<file path="src/rtl/alu_pkg.sv">
// Shared opcode/state encodings and opcode classification helpers for the
// multi-cycle ALU.
package alu_pkg;

  typedef enum logic [3:0] {
    OP_SHR1 = 4'd0,
    OP_SHL1 = 4'd1,
    OP_AND  = 4'd2,
    OP_OR   = 4'd3,
    OP_XOR  = 4'd4,
    OP_NOT  = 4'd5,
    OP_ADD  = 4'd6,
    OP_SUB  = 4'd7,
    OP_SHLN = 4'd8,
    OP_MUL  = 4'd9,
    OP_CMP  = 4'd10
  } op_e;

  typedef enum logic [1:0] {
    S_IDLE = 2'd0,
    S_BUSY = 2'd1,
    S_DONE = 2'd2
  } state_e;

  // Opcodes at or above this value are reserved and flagged with err.
  localparam logic [3:0] OP_ILLEGAL_MIN = 4'd11;

  function automatic logic is_serial_op(input logic [3:0] op);
    return (op == OP_SHLN) || (op == OP_MUL);
  endfunction

  function automatic logic is_illegal_op(input logic [3:0] op);
    return op >= OP_ILLEGAL_MIN;
  endfunction

endpackage

</file>
<file path="src/rtl/alu_multicycle_if.sv">
// Operand/result handshake bundle between the register-file side (master)
// and the ALU (slave).
interface alu_multicycle_if #(
  parameter int WIDTH = 12
);
  logic             in_valid;
  logic             in_ready;
  logic [3:0]       op;
  logic [WIDTH-1:0] a;
  logic [WIDTH-1:0] b;
  logic             out_valid;
  logic             out_ready;
  logic [WIDTH-1:0] z;
  logic             cout;
  logic             sign;
  logic             ov;
  logic             zero;
  logic             err;

  modport master (
    output in_valid, op, a, b, out_ready,
    input  in_ready, out_valid, z, cout, sign, ov, zero, err
  );

  modport slave (
    input  in_valid, op, a, b, out_ready,
    output in_ready, out_valid, z, cout, sign, ov, zero, err
  );
endinterface

</file>
<file path="src/rtl/alu_comb_core.sv">
// Single-cycle ALU operations (opcodes 0-7 and CMP). For CMP the difference
// is returned on o_z so the caller can derive sign/zero before masking z.
module alu_comb_core
  import alu_pkg::*;
#(
  parameter int WIDTH = 12
) (
  input  logic [3:0]       i_op,
  input  logic [WIDTH-1:0] i_a,
  input  logic [WIDTH-1:0] i_b,
  output logic [WIDTH-1:0] o_z,
  output logic             o_cout,
  output logic             o_ov
);
  localparam int MSB = WIDTH - 1;

  logic [WIDTH:0] w_sum;
  logic [WIDTH:0] w_diff;

  assign w_sum  = {1'b0, i_a} + {1'b0, i_b};
  assign w_diff = {1'b0, i_a} - {1'b0, i_b};

  always_comb begin
    o_z    = '0;
    o_cout = 1'b0;
    o_ov   = 1'b0;
    case (i_op)
      OP_SHR1: begin
        o_z    = i_a >> 1;
        o_cout = i_a[0];
      end
      OP_SHL1: begin
        o_z    = i_b << 1;
        o_cout = i_b[MSB];
      end
      OP_AND: o_z = i_a & i_b;
      OP_OR:  o_z = i_a | i_b;
      OP_XOR: o_z = i_a ^ i_b;
      OP_NOT: o_z = ~i_a;
      OP_ADD: begin
        o_z    = w_sum[MSB:0];
        o_cout = w_sum[WIDTH];
        o_ov   = (i_a[MSB] == i_b[MSB]) & (w_sum[MSB] != i_a[MSB]);
      end
      OP_SUB, OP_CMP: begin
        // Bit WIDTH of the zero-extended difference is the unsigned borrow.
        o_z    = w_diff[MSB:0];
        o_cout = w_diff[WIDTH];
        o_ov   = (i_a[MSB] != i_b[MSB]) & (w_diff[MSB] != i_a[MSB]);
      end
      default: ;
    endcase
  end

endmodule

</file>
<file path="src/rtl/alu_multicycle.sv">
// Registered ALU with valid/ready handshake: single-cycle ops finish on the
// accept edge, SHLN and MUL iterate one bit per cycle in the BUSY state.
module alu_multicycle
  import alu_pkg::*;
#(
  parameter int WIDTH = 12,
  parameter int SHW   = $clog2(WIDTH)
) (
  input logic            clk,
  input logic            rst,
  alu_multicycle_if.slave bus
);
  localparam int MSB = WIDTH - 1;
  localparam int CW  = SHW + 1;

  state_e r_state;
  state_e w_state_next;

  logic             w_in_ready;
  logic             w_load_single;
  logic             w_start_serial;
  logic             w_finish;
  logic             w_illegal;

  logic [3:0]         r_op;
  logic [WIDTH-1:0]   r_a;
  logic [CW-1:0]      r_cnt;
  logic [2*WIDTH-1:0] r_acc;

  logic [WIDTH-1:0] r_z;
  logic             r_cout;
  logic             r_sign;
  logic             r_ov;
  logic             r_zero;
  logic             r_err;

  logic [WIDTH-1:0]   w_core_z;
  logic               w_core_cout;
  logic               w_core_ov;
  logic [WIDTH-1:0]   w_sh_next;
  logic               w_sh_cout;
  logic [WIDTH:0]     w_mul_sum;
  logic [2*WIDTH-1:0] w_mul_next;
  logic [WIDTH-1:0]   w_ser_z;
  logic               w_ser_cout;

  alu_comb_core #(.WIDTH(WIDTH)) u_core (
    .i_op   (bus.op),
    .i_a    (bus.a),
    .i_b    (bus.b),
    .o_z    (w_core_z),
    .o_cout (w_core_cout),
    .o_ov   (w_core_ov)
  );

  assign w_illegal = is_illegal_op(bus.op);

  // A zero shift count still spends one BUSY cycle but leaves the operand intact.
  assign w_sh_next = (r_cnt != '0) ? {r_acc[MSB-1:0], 1'b0} : r_acc[MSB:0];
  assign w_sh_cout = (r_cnt != '0) & r_acc[MSB];

  // Shift-add: multiplier sits in the low half, partial product grows in the high half.
  assign w_mul_sum  = {1'b0, r_acc[2*WIDTH-1:WIDTH]} + (r_acc[0] ? {1'b0, r_a} : '0);
  assign w_mul_next = {w_mul_sum, r_acc[MSB:1]};

  assign w_ser_z    = (r_op == OP_MUL) ? w_mul_next[MSB:0] : w_sh_next;
  assign w_ser_cout = (r_op == OP_MUL) ? (|w_mul_next[2*WIDTH-1:WIDTH]) : w_sh_cout;

  always_ff @(posedge clk or posedge rst) begin
    if (rst) begin
      r_state <= S_IDLE;
    end else begin
      r_state <= w_state_next;
    end
  end

  always_comb begin
    w_state_next   = r_state;
    w_in_ready     = 1'b0;
    w_load_single  = 1'b0;
    w_start_serial = 1'b0;
    w_finish       = 1'b0;
    case (r_state)
      S_IDLE, S_DONE: begin
        w_in_ready = (r_state == S_IDLE) | bus.out_ready;
        if (w_in_ready && bus.in_valid) begin
          if (is_serial_op(bus.op)) begin
            w_start_serial = 1'b1;
            w_state_next   = S_BUSY;
          end else begin
            w_load_single = 1'b1;
            w_state_next  = S_DONE;
          end
        end else if (r_state == S_DONE && bus.out_ready) begin
          w_state_next = S_IDLE;
        end
      end
      S_BUSY: begin
        if (r_cnt <= CW'(1)) begin
          w_finish     = 1'b1;
          w_state_next = S_DONE;
        end
      end
      default: w_state_next = S_IDLE;
    endcase
  end

  always_ff @(posedge clk or posedge rst) begin
    if (rst) begin
      r_op   <= '0;
      r_a    <= '0;
      r_cnt  <= '0;
      r_acc  <= '0;
      r_z    <= '0;
      r_cout <= 1'b0;
      r_sign <= 1'b0;
      r_ov   <= 1'b0;
      r_zero <= 1'b0;
      r_err  <= 1'b0;
    end else begin
      if (w_start_serial) begin
        r_op  <= bus.op;
        r_a   <= bus.a;
        r_cnt <= (bus.op == OP_MUL) ? CW'(WIDTH) : {1'b0, bus.b[SHW-1:0]};
        r_acc <= (bus.op == OP_MUL) ? {{WIDTH{1'b0}}, bus.b} : {{WIDTH{1'b0}}, bus.a};
      end else if (r_state == S_BUSY) begin
        if (r_cnt != '0) begin
          r_cnt <= r_cnt - CW'(1);
        end
        r_acc <= (r_op == OP_MUL) ? w_mul_next : {{WIDTH{1'b0}}, w_sh_next};
      end

      if (w_load_single) begin
        // CMP keeps sign/zero of the difference but never writes a result.
        r_z    <= (w_illegal || bus.op == OP_CMP) ? '0 : w_core_z;
        r_cout <= w_core_cout;
        r_ov   <= w_core_ov;
        r_sign <= w_core_z[MSB];
        r_zero <= !w_illegal && (w_core_z == '0);
        r_err  <= w_illegal;
      end else if (w_finish) begin
        r_z    <= w_ser_z;
        r_cout <= w_ser_cout;
        r_ov   <= 1'b0;
        r_sign <= w_ser_z[MSB];
        r_zero <= (w_ser_z == '0);
        r_err  <= 1'b0;
      end
    end
  end

  assign bus.in_ready  = w_in_ready;
  assign bus.out_valid = (r_state == S_DONE);
  assign bus.z         = r_z;
  assign bus.cout      = r_cout;
  assign bus.sign      = r_sign;
  assign bus.ov        = r_ov;
  assign bus.zero      = r_zero;
  assign bus.err       = r_err;

endmodule
</file>
<file path="src/flat_wrapper.sv">
// flat-port wrapper written by rule: the top's interface ports become plain ports
module alu_multicycle_flat import alu_pkg::*;
#(
  parameter int WIDTH = 12,
  parameter int SHW   = $clog2(WIDTH)
)
  (clk, rst, bus_in_valid, bus_op, bus_a, bus_b, bus_out_ready, bus_in_ready, bus_out_valid, bus_z, bus_cout, bus_sign, bus_ov, bus_zero, bus_err);
  alu_multicycle_if #(.WIDTH(WIDTH)) bus_i ();
  input logic clk;
  input logic rst;
  input wire logic [$bits(bus_i.in_valid)-1:0] bus_in_valid;
  input wire logic [$bits(bus_i.op)-1:0] bus_op;
  input wire logic [$bits(bus_i.a)-1:0] bus_a;
  input wire logic [$bits(bus_i.b)-1:0] bus_b;
  input wire logic [$bits(bus_i.out_ready)-1:0] bus_out_ready;
  output wire logic [$bits(bus_i.in_ready)-1:0] bus_in_ready;
  output wire logic [$bits(bus_i.out_valid)-1:0] bus_out_valid;
  output wire logic [$bits(bus_i.z)-1:0] bus_z;
  output wire logic [$bits(bus_i.cout)-1:0] bus_cout;
  output wire logic [$bits(bus_i.sign)-1:0] bus_sign;
  output wire logic [$bits(bus_i.ov)-1:0] bus_ov;
  output wire logic [$bits(bus_i.zero)-1:0] bus_zero;
  output wire logic [$bits(bus_i.err)-1:0] bus_err;
  assign bus_i.in_valid = bus_in_valid;
  assign bus_i.op = bus_op;
  assign bus_i.a = bus_a;
  assign bus_i.b = bus_b;
  assign bus_i.out_ready = bus_out_ready;
  assign bus_in_ready = bus_i.in_ready;
  assign bus_out_valid = bus_i.out_valid;
  assign bus_z = bus_i.z;
  assign bus_cout = bus_i.cout;
  assign bus_sign = bus_i.sign;
  assign bus_ov = bus_i.ov;
  assign bus_zero = bus_i.zero;
  assign bus_err = bus_i.err;
  alu_multicycle #(.WIDTH(WIDTH), .SHW(SHW)) u_core (.clk(clk), .rst(rst), .bus(bus_i));
endmodule
</file>
<file path="config.mk">
export PLATFORM = sky130hd
export DESIGN_NAME = alu_multicycle_flat
export DESIGN_NICKNAME = d
export VERILOG_FILES = /design/src/rtl/alu_pkg.sv /design/src/rtl/alu_multicycle_if.sv /design/src/rtl/alu_comb_core.sv /design/src/rtl/alu_multicycle.sv /design/src/flat_wrapper.sv
export SDC_FILE = /design/constraint.sdc
export NUM_CORES = 1
export LEC_CHECK = 0
export CAP_MARGIN = 20
export CORE_MARGIN = 2
export CORE_UTILIZATION = 50
export CTS_CLUSTER_SIZE = 10
export DETAILED_ROUTE_END_ITERATION = 16
export HOLD_SLACK_MARGIN = 0.1
export PLACE_DENSITY = 0.7
export SYNTH_ARGS = -nofsm -noshare
export SYNTH_HDL_FRONTEND = slang
export SYNTH_SLANG_ARGS = --single-unit
</file>
<file path="constraint.sdc">
create_clock -name clk -period 3.1 [get_ports clk]
set_input_delay 0.31 -clock clk [delete_from_list [all_inputs] [get_ports clk]]
set_output_delay 0.31 -clock clk [all_outputs]
set_load 0.01 [all_outputs]
</file>
==> summary.txt <==
Run status
  – Status: finished clean

Critical path
  – Critical path class: reg2reg
  – Critical-path maximum fanout: 4
  – Crit end category: register
  – Most used cell, CP: buf_4
  – R2R depth: 13
  – Logic depth of the worst path, buffers included: 13
  – Critical path arrival: approximately 3.3 ns
  – CP peak stage delay: approximately 0.52 ns
  – Buf/Inv on CP: 3
  – CP startpoint kind: register
  – WP data required: between 3 and 4 ns
  – Delay-heaviest family, CP: simple AND/OR/NAND/NOR gates
  – CP Cell Sequence: buf_4, nand2_1, inv_1, ha_1, a211oi_2, nor2_1, o21ai_1, a22oi_1, or4_4, nor4_4, nor4bb_4, buf_4, o31ai_1
  – Flop-to-flop setup slack: about 0.056 ns
  – Slowest-stage cell, CP: or4_4

Synth
  – Post-synth ARST share: between 90% and 100%
  – Adder-Cell Fraction of Synth Area: 11.7%
  – Seq cells post-synth: 64
  – Top FF cell, synth: dfrtp_1
  – Simple-gate portion of the synthesized area: ~23%
  – Syn_area_per_cell: ~8.0 sq um
  – Share of the synthesized area in the top cell type: about 27%
  – Synth warn: 0
  – Yosys top cell by area: dfrtp_1
  – Netlist cell types: 82
  – Compound-cell area share of the yosys netlist: ~27%
  – Count leader, synth: a21oi_1
  – Seq/Total Area, Yosys: a little over a quarter
  – Synth Net Count: roughly 840
  – Post-Synthesis Cell Area: 5980 sq um
  – Mapped Cells: between 700 and 800
  – Commonest cells in the netlist: a21oi_1 (77), nand2_1 (76), nor2_1 (67)
  – Post-synth EDFFs: 0
  – Largest family of logic cells by synthesized area: compound AO/OA/AOI/OAI gates
  – Synth top area cells: dfrtp_1 (27%), ha_1 (11%), a21oi_1 (6.4%)
  – XOR/XNOR share of the synthesized area: under 10%
  – Mux contribution to synthesized area: under 10%

Floorplan
  – Starting Density: 51.7%
  – Die width: roughly 110 um
  – Die ar.: roughly 13000 sq um
  – Core footprint: approximately 12000 sq um
  – Top-Level Pins: 51
  – Cell Rows: 39
  – Chip Height: 113 um

Route
  – Via Count: 6453
  – Drt wl/cell: roughly 20 um
  – Overall routed net length: 20900 um
  – Drt initial violations: ~570
  – Via/cell ratio: 6.33
  – ANT nets after route: 0
  – DR pass1 iterations: 6
  – DRC Markers: 0

STA
  – Slew headroom: 56.3%
  – Period utilisation layout: a little over nine tenths
  – WHS: 0.348 ns
  – Final clock skew: 0.00546 ns
  – Slew @ Worst Pin: approximately 0.65 ns
  – Setup-failing EPs final: 0
  – RSZ-0062 raised after global routing: yes
  – Slew Limit Fails: 0
  – Final hold viol count: 0
  – Total negative setup slack: 0 ns
  – Max Clock Freq: roughly 0.33 GHz
  – Min Tclk post-route: between 3 and 4 ns

Global route
  – Largest net degree at the start of global routing: 44
  – Global route overflow: 0
  – Total GRT Usage: 32.7%
  – Initial antenna violation count: 0
  – First-pass GRT wire length: around 33000 um
  – Vias in the first global route: between 6k and 7k

Final layout
  – Layout cells sized above 1: 16.1%
  – Final Instance Count excl. Fillers: between 1k and 1.5k
  – Synthesis-to-layout area growth: 27.4%
  – Nets: 959
  – ANT cells: 0
  – Final Cell Area: ~7600 sq um
  – Fillers: about 990
  – Final core utilization: between 60 and 70%

Clock tree
  – CTS tree: yes
  – Clock Latency Late Sink: approximately 0.33 ns
  – H-tree depth: 3
  – Max Root-Sink Buffers: 2
  – Clock-pin slew on the worst setup and hold paths: ~0.05 ns
  – Num CTS Buffers: 9
  – Sink Count: between 60 and 70
  – Root Driver: clkbuf_16

Placement
  – Placed inst area: ~7200 sq um
  – IO Port Bufs: 50
  – Dpl cells: approximately 1k
  – Dpl hpwl: between 15000 and 20000 um
  – RD Place Congestion: between 0.9 and 1

Hold path
  – Worst min path class: in2async

Power
  – Max IR drop VDD: approximately 0.26 mV
  – Cell Pwr Density: approximately 540 nW/um^2
  – Static Leakage: 0.00352 uW

Job
  – Max Cap Viol: 0
==> worst paths after layout <==
check                                       startpoint                     endpoint
setup / recovery           u_core.r_acc[0]$_DFFE_PP0P_  u_core.bus.cout$_DFFE_PP0P_
min in group clk            u_core.r_op[3]$_DFFE_PP0P_   u_core.r_op[3]$_DFFE_PP0P_
setup reg to reg           u_core.r_acc[0]$_DFFE_PP0P_  u_core.bus.cout$_DFFE_PP0P_
hold reg to reg             u_core.r_op[3]$_DFFE_PP0P_   u_core.r_op[3]$_DFFE_PP0P_
max in group asynchronous                          rst    u_core.r_a[3]$_DFFE_PP0P_
hold / removal                                     rst  u_core.bus.z[1]$_DFFE_PP0P_
==> cell families (layout without fill, tap and decap cells) <==
group,Yosys count,in the layout
simple gates,267,267
fa+ha+maj,54,54
compound gates,251,251
xor+xnor,12,12
mux,17,17
flops,64,64
buf+inv,85,211
==> power breakdown <==
group / internal, uW / switching (uW)
clock: 712 / 348
combinational: 805 / 1010
sequential: 1060 / 184
==> sequential cells by signal (all words and copies together), names as in the netlist, 2 cells and up <==
| signal | flops |
|---|---|
| u_core.r_op | 4 |
| u_core.r_a | 12 |
| u_core.r_state | 2 |
| u_core.bus.z | 12 |
| u_core.r_acc | 24 |
| u_core.r_cnt | 5 |
==> tightest hold or removal path, delay by kind of cell <==
kind / cells / cell delay [ns]
buffers and inverters: 3 / 0.75
==> area by class of cell <==
class                      count  area [sq um]  area share, %
multi-input combinational    601          4080           53.5
sequential                    64          1600           21.0
timing repair buffer         149          1270           16.7
clock buffer                  10           239           3.14
inverter                      48           180           2.37
tap                          143           179           2.35
clock inverter                 4          70.1          0.920
==> cell usage in the layout, fill, tap and decap left out, types with 14 or more instances in the layout <==
master and count:
nor3_1 18, clkdlybuf4s50_1 50, a21oi_1 77, nor2_1 67, buf_4 97, ha_1 50, and2_1 17, dfrtp_1 64
nand2_1 76, inv_1 46, nand3_1 14, o21ai_0 51
==> through the flow <==
| step | worst slack [ns] | power, uW |
|---|---|---|
| after floorplan | 0.303 | 2270 |
| after global placement | -0.102 | 2910 |
| after detailed placement | -0.117 | 2960 |
| after CTS | 0.0000535 | 4060 |
| after global routing | -0.0245 | 4350 |
| final | 0.0555 | 4120 |
==> routing by layer <==
layer  wire length [um]  global-route usage, %  up-vias
met5                  0                      0        -
met4                696                   13.3        0
met3               1560                   5.37       60
met2               9910                   54.4      309
met1               8720                   42.5     3095
li1                   -                      -     2989
==> repair_timing <==
action / in CTS / in global routing
endpoints found under the hold margin: 0 / 0
setup buffers: 0 / 0
setup endpoints to repair: 1 / 4
gates cloned: 0 / 0
pin swaps: 0 / 1
resized for setup: 3 / 8
hold buffers: 0 / 0
(Power assumes the default switching activity.)
